<file path="src/rtl/imem_loader.sv">
`default_nettype none
// =============================================================================
// imem_loader -- receives a length-prefixed, checksummed byte stream, packs it
// MSB-first into 32-bit words and writes them to instruction memory.
// Revision: 1.0
// =============================================================================
module imem_loader #(
    parameter int MAX_WORDS = 256
) (
    input  logic        clk,
    input  logic        reset,
    input  logic        start,
    input  logic [7:0]  rx_data,
    input  logic        rx_valid,
    output logic        rx_ready,
    output logic        wr_en,
    output logic [31:0] wr_addr,
    output logic [31:0] wr_data,
    output logic        core_hold,
    output logic        busy,
    output logic        done,
    output logic        error,
    output logic [15:0] words_loaded
);

    typedef enum logic [2:0] {
        S_IDLE = 3'd0,
        S_HDR  = 3'd1,
        S_DATA = 3'd2,
        S_CHK  = 3'd3,
        S_DONE = 3'd4,
        S_ERR  = 3'd5
    } state_t;

    state_t      state_q, state_d;
    logic [1:0]  byte_cnt_q, byte_cnt_d;
    logic [15:0] count_q, count_d;
    logic [31:0] word_q, word_d;
    logic [7:0]  cksum_q, cksum_d;
    logic [15:0] words_loaded_q, words_loaded_d;
    logic        wr_en_q, wr_en_d;
    logic [31:0] wr_addr_q, wr_addr_d;
    logic [31:0] wr_data_q, wr_data_d;
    logic        busy_q, busy_d;
    logic        done_q, done_d;
    logic        error_q, error_d;
    logic        core_hold_q, core_hold_d;

    logic        byte_acc;
    logic [15:0] hdr_n;
    logic [31:0] word_next;

    assign rx_ready  = (state_q == S_HDR) || (state_q == S_DATA) || (state_q == S_CHK);
    assign byte_acc  = rx_valid && rx_ready;
    assign hdr_n     = {count_q[15:8], rx_data};
    assign word_next = {word_q[23:0], rx_data};

    always_comb begin
        state_d        = state_q;
        byte_cnt_d     = byte_cnt_q;
        count_d        = count_q;
        word_d         = word_q;
        cksum_d        = cksum_q;
        words_loaded_d = words_loaded_q;
        wr_en_d        = 1'b0;
        wr_addr_d      = wr_addr_q;
        wr_data_d      = wr_data_q;

        case (state_q)
            S_IDLE, S_DONE, S_ERR: begin
                if (start) begin
                    state_d        = S_HDR;
                    byte_cnt_d     = 2'd0;
                    cksum_d        = 8'd0;
                    words_loaded_d = 16'd0;
                end
            end
            S_HDR: begin
                if (byte_acc) begin
                    if (byte_cnt_q == 2'd0) begin
                        count_d[15:8] = rx_data;
                        byte_cnt_d    = 2'd1;
                    end else begin
                        count_d    = hdr_n;
                        byte_cnt_d = 2'd0;
                        if ((hdr_n == 16'd0) || (32'(hdr_n) > 32'(MAX_WORDS)))
                            state_d = S_ERR;
                        else
                            state_d = S_DATA;
                    end
                end
            end
            S_DATA: begin
                if (byte_acc) begin
                    word_d     = word_next;
                    cksum_d    = cksum_q + rx_data;
                    byte_cnt_d = byte_cnt_q + 2'd1;
                    // Write is registered, so it lands the cycle after the 4th byte
                    // while the next byte can already be taken.
                    if (byte_cnt_q == 2'd3) begin
                        wr_en_d        = 1'b1;
                        wr_addr_d      = {16'd0, words_loaded_q};
                        wr_data_d      = word_next;
                        words_loaded_d = words_loaded_q + 16'd1;
                        if ((words_loaded_q + 16'd1) == count_q)
                            state_d = S_CHK;
                    end
                end
            end
            S_CHK: begin
                if (byte_acc)
                    state_d = (rx_data == cksum_q) ? S_DONE : S_ERR;
            end
            default: state_d = S_IDLE;
        endcase

        busy_d      = (state_d == S_HDR) || (state_d == S_DATA) || (state_d == S_CHK);
        done_d      = (state_d == S_DONE);
        error_d     = (state_d == S_ERR);
        core_hold_d = busy_d || (state_d == S_ERR);
    end

    always_ff @(posedge clk or posedge reset) begin
        if (reset) begin
            state_q        <= S_IDLE;
            byte_cnt_q     <= 2'd0;
            count_q        <= 16'd0;
            word_q         <= 32'd0;
            cksum_q        <= 8'd0;
            words_loaded_q <= 16'd0;
            wr_en_q        <= 1'b0;
            wr_addr_q      <= 32'd0;
            wr_data_q      <= 32'd0;
            busy_q         <= 1'b0;
            done_q         <= 1'b0;
            error_q        <= 1'b0;
            core_hold_q    <= 1'b0;
        end else begin
            state_q        <= state_d;
            byte_cnt_q     <= byte_cnt_d;
            count_q        <= count_d;
            word_q         <= word_d;
            cksum_q        <= cksum_d;
            words_loaded_q <= words_loaded_d;
            wr_en_q        <= wr_en_d;
            wr_addr_q      <= wr_addr_d;
            wr_data_q      <= wr_data_d;
            busy_q         <= busy_d;
            done_q         <= done_d;
            error_q        <= error_d;
            core_hold_q    <= core_hold_d;
        end
    end

    assign wr_en        = wr_en_q;
    assign wr_addr      = wr_addr_q;
    assign wr_data      = wr_data_q;
    assign busy         = busy_q;
    assign done         = done_q;
    assign error        = error_q;
    assign core_hold    = core_hold_q;
    assign words_loaded = words_loaded_q;

endmodule
`default_nettype wire

</file>
<file path="config.mk">
export PLATFORM = sky130hd
export DESIGN_NAME = imem_loader
export DESIGN_NICKNAME = d
export VERILOG_FILES = /design/src/rtl/imem_loader.sv
export SDC_FILE = /design/constraint.sdc
export NUM_CORES = 1
export LEC_CHECK = 0
export BUFFER_PORTS_ARGS = -buffer_cell sky130_fd_sc_hd__buf_2
export CAP_MARGIN = 5
export CORE_MARGIN = 2
export CORE_UTILIZATION = 61
export DETAILED_ROUTE_END_ITERATION = 8
export PLACE_DENSITY = 0.89
export SLEW_MARGIN = 20
export SYNTH_ARGS = -nofsm -noshare
export SYNTH_HDL_FRONTEND = slang
export SYNTH_SLANG_ARGS = --single-unit
export TNS_END_PERCENT = 5
</file>
<file path="constraint.sdc">
create_clock -name clk -period 7 [get_ports clk]
set_input_delay 0.7 -clock clk [delete_from_list [all_inputs] [get_ports clk]]
set_output_delay 0.7 -clock clk [all_outputs]
set_load 0.01 [all_outputs]
</file>
==> results of run 1 <==
## worst register-to-register path, cell delays in order, from the launching register on
cell and delay [ps]:
dfrtp_1 510, and4bb_1 340, buf_4 390, nand2_2 140, inv_2 720, nand3_1 160
a2111oi_0 300, and4b_1 280, a31o_2 190, and2_1 120
## power by group through the flow
stage	registers (uW)	clock network, uW	logic [uW]
global route	852	870	323
detailed placement	852	0	292
CTS	840	838	297
global placement	844	0	274
floorplan	830	0	240
finish	842	832	297
## synth_stat cells (all sizes together), types with 9 or more instances
master,instances
buf,29
inv,9
nand2,165
mux2,40
xnor2,21
xor2,11
clkbuf,19
nor2,20
o21ai,27
ha,10
dfrtp,122
nand3,9
a21oi,15
## cells in the final DEF, fill, tap and decap left out, drive strengths merged, types with 8 or more instances in the layout
cell type,count
a21oi,15
a22o,8
buf,84
clkbuf,17
conb,16
dfrtp,122
ha,10
inv,17
mux2,40
nand2,165
nand3,9
nor2,20
nor3,8
o21ai,27
xnor2,21
xor2,11
## registers in the layout, indices dropped and copies added, names as in the netlist, 2 cells and up
signal,cells
byte_cnt_q,2
cksum_q,8
count_q,16
state_q,3
word_q,24
words_loaded,16
wr_addr,16
wr_data,32
## cell type report
class                   count  area share (%)
clock inverters            15            2.25
flip-flops and latches    122            45.1
clock buffers              17            6.12
repair buffers             84            6.32
inverters                   9           0.536
multi-input cells         413            37.3
well taps                 129            2.38
## routing by layer
metal	vias to the layer above	GRT usage [%]
li1	2053	-
met1	2177	35.0
met2	195	47.0
met3	38	6.49
met4	0	12.2
met5	-	0
## cell families (layout without fill, tap and decap cells)
logic type | count (synthesis) | in the layout | share of synthesized area, %
xor gates and xnor gates | 32 | 32 | 4.82
other | 1 | 16 | 0.0645
adders and majority gates | 11 | 11 | 2.50
buffers and inverters | 57 | 125 | 5.06
muxes | 40 | 40 | 7.75
and+or+nand+nor | 242 | 242 | 19.3
DFF | 122 | 122 | 52.5
AOI/OAI and AO/OA | 72 | 72 | 8.03
## worst max path at each step
| stage | from | endpoint | slack (ps) | depth (start not counted) |
|---|---|---|---|---|
| 6_report | state_q[0] | error | 3810 | 9 |
| 3_5_place_dp | rx_valid | error | 3660 | 10 |
| 3_3_place_gp | rx_valid | error | 3790 | 10 |
| 5_1_grt | state_q[0] | error | 3590 | 9 |
| 2_1_floorplan | reset | busy | 3060 | 1 |
| 4_1_cts | state_q[0] | error | 3860 | 9 |
## stage by stage
step,utilization (%),hold WS (ps)
after floorplan,-,435
after global placement,67.1,454
after detailed placement,67.1,456
after CTS,73.3,338
after global routing,73.3,366
final,73.3,307
==> flow_summary.toml, run 1 <==
[outcome]
run_status = "completed"

[drt]
wl_met2_um = 6860
via_per_inst = 5.66
drtIter0Drc = 228
routed_wl_um = 13600
top_layer_used = "met4"
route.antenna.remaining_nets = 0
wl_per_cell_um = 17.2
dr.pass1.iters = 4
drt-met1-wl_um = 5420
route.met3.wl_um = 876
drc_errors = 0
vias = 4463

[die]
die_h_um = 102
io-pin-count = 98
core_area_sq_um = 9240
rows = 35
die-area_sq_um = 10300
start_util_pct = 62.9
die_width_um = 102

[synthesis]
syn_area_sq_um = 5820
yosysSeqAreaShare_pct = 52.5
yosysTopAreaCellShare_pct = 52.5
synth_edf_count = 0
synth_top_area_cell = "dfrtp_1"
syn_area_per_cell_sq_um = 10.1
synthCells = 577
async_flop_share_pct = 100
synth_ff_type = "dfrtp_1"
synth-seq-cells = 122
synth_cell_types = 60
synth_area_leaders = "dfrtp_1 (52%), nand2_1 (11%), mux2_2 (7.7%)"
ys_warn_count = 0

[place]
place_ws_ps = 3660
port_buffers = 81
dp_hpwl_um = 8550
placed_area_sq_um = 6200
gp_congestion = 0.904
dp_cells = 757

[power_and_ir_drop]
p_int_uw = 1400
comb_power_share_pct = 15.1
finalPower_uw = 1970
ir_worst_vdd_v = 0.000176
p_per_area_nw_per_um2 = 291
switching_share_pct = 29.1
seq_power_share_pct = 42.7
power_switching_uw = 574
p_clk_share_pct = 42.2
leakage_uw = 0.00355

[sta]
tightest_slew_ps = 971
rsz0062_at_grt = "false"
finalWorstSetupSlack_ps = 3810
tns_ps = 0
fin_crit_sh_pct = 45.5
skew_ps = 11.0
setup_viol = 0
hold_viol = 0
fmax_mhz = 314
maxSlewHeadroom_pct = 35.2
min_period_ps = 3190
drv_slew = 0

[layout]
syn2layout_area_growth_pct = 16.4
multi_input_area_sq_um = 2520
nFillCells = 619
final_cells = 789
nets = 670
finish.instance_area_sq_um = 6770
drive_above_1_share_pct = 25.8
diodes = 0
seq_area_sq_um = 3050

[worst_setup_path]
start_kind = "register"
crit_family = "buffers and inverters"
cpMaxStageDelayCell = "inv_2"
rrSetupSlack_ps = 3810
r2r_start = "state_q[0]"
crit_required_ps = 7470
worstPathMaxFanout = 57
worst_path_largest_cell_delay_ps = 710
end_kind = "register"
r2r-end = "error"
cp_num_buf_inv = 2
critPathArrivalTime_ps = 3650
crit_chain = "and4bb_1, buf_4, nand2_2, inv_2, nand3_1, a2111oi_0, and4b_1, a31o_2, and2_1"
ff2ff_path_depth = 9
worstSetupPathType = "reg -> reg"

[global_route]
grt_pass1_wl_um = 22200
antenna_found_initial = 0
grt_max_degree = 69
grt_pass1_vias = 4533
gr-usage-all-layers_pct = 28.1
grt_overflow_total = 0

[clock_tree]
root_buffer = "clkbuf_8"
insertion_delay_ps = 530
cts_sinks = 122
cts_tree = "built"
post_cts_resized = 0
clk_pin_slew_worst_paths_ps = 60
post_cts_buffers = 0
cts-buffers-inserted = 17
ctsHoldBuffers = 0
cts_buffer_depth = 2
h-tree-depth = 4

[hold_path]
worstHoldPathType = "in -> async"

[job]
maxCapViolCount = 0
(Power assumes the default switching activity.)
==> inputs of run 2 (changes only) <==
- CORE_UTILIZATION: 61 -> 51
- PLACE_DENSITY: 0.89 -> 0.79
- clock period: 7 -> 2.9 ns (I/O delays scaled with it)
==> run 2 against run 1 <==
  * The flow now finishes with violations (hold timing)
  * Die area grew 19%
  * Via count shrank 1.7%
  * Wire length shrank 5.6%
  * Clock-buffer cell count is the same
  * First-iteration DRC count grew 15%
  * Core utilization shrank 11 points
  * Global-route usage shrank 6.3 points
  * Combinational power grew 130%
  * Highest routed layer unchanged
==> flow_summary.toml, run 2 (synthesized netlist as in run 1, its figures left out) <==
[clock_tree]
cts_tree = "built"
post_cts_resized = 0
post_cts_buffers = 0
cts_buffer_depth = 2
ctsHoldBuffers = 0
h-tree-depth = 4
insertion_delay_ps = 420
clk_pin_slew_worst_paths_ps = 60
root_buffer = "clkbuf_16"
cts-buffers-inserted = 17
cts_sinks = 122

[drt]
routed_wl_um = 12800
drtIter0Drc = 262
route.antenna.remaining_nets = 0
via_per_inst = 5.47
drc_errors = 0
vias = 4389
dr.pass1.iters = 4
wl_per_cell_um = 15.9

[sta]
fin_crit_sh_pct = 89.0
rsz0062_at_grt = "false"
drv_slew = 0
hold_viol = 16
tightest_slew_ps = 714
maxSlewHeadroom_pct = 52.4
fmax_mhz = 387
min_period_ps = 2580
skew_ps = 8.01
holdWs_ps = -9.73
tns_ps = 0
setup_viol = 0

[power_and_ir_drop]
finalPower_uw = 4790
p_int_uw = 3430
leakage_uw = 0.00357
comb_power_share_pct = 14.5
switching_share_pct = 28.5
p_clk_share_pct = 43.0
power_switching_uw = 1360
seq_power_share_pct = 42.4
p_per_area_nw_per_um2 = 701
ir_worst_vdd_v = 0.000495

[worst_setup_path]
crit_required_ps = 3250
ff2ff_path_depth = 8
critPathArrivalTime_ps = 2940
start_kind = "register"
rrSetupSlack_ps = 320
crit_path_end = "error"
worstPathMaxFanout = 8
end_kind = "register"
worstSetupPathType = "reg -> reg"
r2r-end = "error"
r2r_start = "words_loaded[0]"
crit_start = "words_loaded[0]"

[global_route]
grt_max_degree = 81
gr-usage-all-layers_pct = 21.8
grt_pass1_wl_um = 21300
grt_overflow_total = 0
antenna_found_initial = 0
grt_pass1_vias = 4322

[place]
port_buffers = 81
gp_congestion = 0.864
dp_hpwl_um = 8600

[layout]
layout_commonest_cell = "nand2_1"
diodes = 0
drive_above_1_share_pct = 26.1
largest_reg_flops = 32
syn2layout_area_growth_pct = 17.5
layout_common_cells = "nand2_1 (164), dfrtp_1 (122), buf_2 (81), mux2_2 (40), o21ai_0 (24)"
nets = 673

[die]
die_width_um = 111
core_area_sq_um = 11000
die_h_um = 111
die-area_sq_um = 12300
io-pin-count = 98
start_util_pct = 53.0
rows = 38

[outcome]
violations = "hold timing"
run_status = "finished, violations left"

[job]
maxCapViolCount = 0

[hold_path]
worstHoldPathType = "in -> async"
## run 2: changes by cell type in the layout (fill, tap and decap cells not counted)
cell	delta
clkbuf_16	+1
buf_4	+2
clkbuf_8	-1
buf_12	+1
inv_4	-1
inv_8	+1
## run 2: metrics by stage
| stage | setup slack, ps | std cells | hold WS, ps | utilization (%) | area (sq um) |
|---|---|---|---|---|---|
| 2_1_floorplan | 720 | 592 | 395 | - | 5880 |
| 3_3_place_gp | 607 | 771 | 453 | 56.9 | 6250 |
| 3_5_place_dp | 417 | 771 | 457 | 56.9 | 6250 |
| 4_1_cts | 403 | 803 | 7.86 | 62.2 | 6840 |
| 5_1_grt | 245 | 803 | 24.1 | 62.2 | 6840 |
| 6_report | 319 | 803 | -9.73 | 62.2 | 6840 |
## run 2: layout make-up
cell class                 instances  area [sq um]
timing repair buffer              87           463
clock inverter                    15           156
inverter                           9          37.5
sequential                       122          3050
multi-input combinational        413          2520
tap                              140           175
fill                             903          4150
clock buffer                      17           425
## run 2: per-layer routing
metal  global-route usage [%]  vias to the layer above  share of wire, %
li1                         -                     2071                 -
met1                     27.0                     2174                43
met2                     36.4                      127                50
met3                     5.90                       17               5.4
met4                     8.42                        0               2.1
met5                        0                        -                 0
## run 2: worst min path at each step
stage | to | cells past startpoint
final | wr_addr[14] | 3
after global routing | wr_addr[14] | 3
after detailed placement | wr_addr[14] | 3
after global placement | wr_addr[14] | 3
after floorplan | wr_data[0] | 2
after CTS | words_loaded[14] | 3
## run 2: power by group through the flow
stage / Clock [uW] / Sequential, uW / Combinational, uW
floorplan: 0 / 2000 / 579
CTS: 2100 / 2030 / 703
detailed placement: 0 / 2060 / 701
finish: 2060 / 2030 / 696
global route: 2180 / 2050 / 768
global placement: 0 / 2050 / 677
## run 2: critical path: stages, from the launching register on
cell and delay, ps:
dfrtp_1 520, ha_1 330, and3_1 260, nand4_1 170
xnor2_1 180, a2111oi_0 440, and4b_1 310, a31o_2 190
and2_1 120
==> inputs of run 3 (changes only) <==
- CAP_MARGIN: 5 -> 15
- CORE_UTILIZATION: 51 -> 53
- CTS_BUF_LIST: default -> sky130_fd_sc_hd__clkbuf_4 sky130_fd_sc_hd__clkbuf_8
- PLACE_DENSITY: 0.79 -> 0.82
==> run 3 against run 2 <==
  * Critical path depth unchanged
  * Core utilization down 0.73 points
  * The flow now finishes without violations
  * Final cell count up 0.12%
  * Worst hold slack better by 160 ps
  * Wire length down 2.3%
  * Flip-flop and latch count unchanged
  * Die area down 3.6%
==> flow_summary.toml, run 3 (synthesized netlist as in run 1, its figures left out) <==
[sta]
skew_ps = 13.5
rsz0062_at_grt = "false"
maxSlewHeadroom_pct = 53.8
fin_crit_sh_pct = 84.8
min_period_ps = 2460
fmax_mhz = 407
tightest_slew_ps = 692
drv_slew = 0
hold_viol = 0
tns_ps = 0
setup_viol = 0

[worst_setup_path]
worstPathMaxFanout = 8
crit_family = "simple AND/OR/NAND/NOR gates"
crit_required_ps = 3260
cpMaxStageDelayCell = "dfrtp_1"
worstSetupPathType = "reg -> reg"
crit_chain = "ha_1, and3_1, nand4_1, xnor2_1, a2111oi_0, and4b_1, a31o_2, and2_1"
critPathArrivalTime_ps = 2820
end_kind = "register"
start_kind = "register"
cp_num_buf_inv = 0
worst_path_largest_cell_delay_ps = 530

[drt]
route.antenna.remaining_nets = 0
drtIter0Drc = 316
vias = 4432
routed_wl_um = 12500
dr.pass1.iters = 5
via_per_inst = 5.51
drc_errors = 0
wl_per_cell_um = 15.5

[layout]
drive_above_1_share_pct = 26.1
diodes = 0
nFillCells = 906
layout_common_cells = "nand2_1 (164), dfrtp_1 (122), buf_2 (81), mux2_2 (40), o21ai_0 (24)"
layout_commonest_cell = "nand2_1"
finish.instance_area_sq_um = 6640
nets = 674
largest_reg_flops = 32
syn2layout_area_growth_pct = 14.1

[global_route]
grt_pass1_wl_um = 20700
grt_overflow_total = 0
grt_pass1_vias = 4251
antenna_found_initial = 0
gr-usage-all-layers_pct = 22.7
grt_max_degree = 77

[die]
core_area_sq_um = 10800
die_width_um = 109
start_util_pct = 53.9
die-area_sq_um = 11800
io-pin-count = 98
die_h_um = 109
rows = 38

[place]
placed_area_sq_um = 6250
port_buffers = 81
dp_hpwl_um = 8450
gp_congestion = 0.833

[clock_tree]
cts_tree = "built"
clk_pin_slew_worst_paths_ps = 90
insertion_delay_ps = 430
post_cts_buffers = 0
cts_sinks = 122
cts_buffer_depth = 2
post_cts_resized = 0
h-tree-depth = 4
cts-buffers-inserted = 17
root_buffer = "clkbuf_8"

[job]
maxCapViolCount = 0

[hold_path]
worstHoldPathType = "in -> reg"

[power_and_ir_drop]
finalPower_uw = 4160
leakage_uw = 0.00348
p_per_area_nw_per_um2 = 626
ir_worst_vdd_v = 0.000337

[outcome]
run_status = "completed"
==> run 3: cell types whose count changed in the layout (fill, tap and decap cells not counted) <==
cell / delta
bufinv_16: -1
clkbuf_16: -17
clkbuf_8: +18
clkinv_4: +1
inv_6: -1
dlygate4sd3_1: +1
==> run 3: worst min-delay path, delay by kind of cell <==
family                 cells  cell delay, ps
and+or+nand+nor            2             110
buffers and inverters      1             150
==> run 3: what timing repair did <==
item                                   in CTS  in global routing
endpoints found under the hold margin      12                  0
hold buffers                                1                  0
setup endpoints to repair                   0                  0
==> run 3: where the power goes <==
part           internal (uW)  leakage, uW  switching [uW]
logic                    352      0.00165             348
registers               1860      0.00165             177
clock network            647     0.000183             770
==> run 3: path summary, 6_finish.rpt <==
kind,from,end,slack (ps),cells after the start
min in group asynchronous,reset,wr_data[1],360,3
setup reg to reg,words_loaded[0],error,440,8
hold / removal,rx_data[5],wr_data[5],150,3
max in group asynchronous,reset,words_loaded[1],1810,4
setup / recovery,words_loaded[0],error,440,8
hold reg to reg,wr_addr[13],wr_addr[13],470,2
==> run 3: layout make-up <==
class                      count  area, sq um  area share, %
sequential                   122         3050           46.0
multi-input combinational    413         2520           38.0
timing repair buffer          88          473           7.13
clock buffer                  18          248           3.73
tap                          140          175           2.64
clock inverter                14          126           1.90
inverter                       9         37.5          0.566
==> run 3: metal layers <==
layer / track usage [%] / up-vias / share of wire (%)
met4: 7.14 / 0 / 1.1
met2: 36.2 / 160 / 49
li1: - / 2069 / -
met1: 30.2 / 2188 / 44
met3: 6.22 / 15 / 6.0
met5: 0 / - / 0
==> run 3: per-stage QoR <==
step	hold slack, ps	util [%]	cells	worst slack, ps
2_1_floorplan	395	-	592	720
3_3_place_gp	269	57.9	771	608
3_5_place_dp	276	57.9	771	474
4_1_cts	125	61.5	804	433
5_1_grt	128	61.5	804	309
6_report	150	61.5	804	441
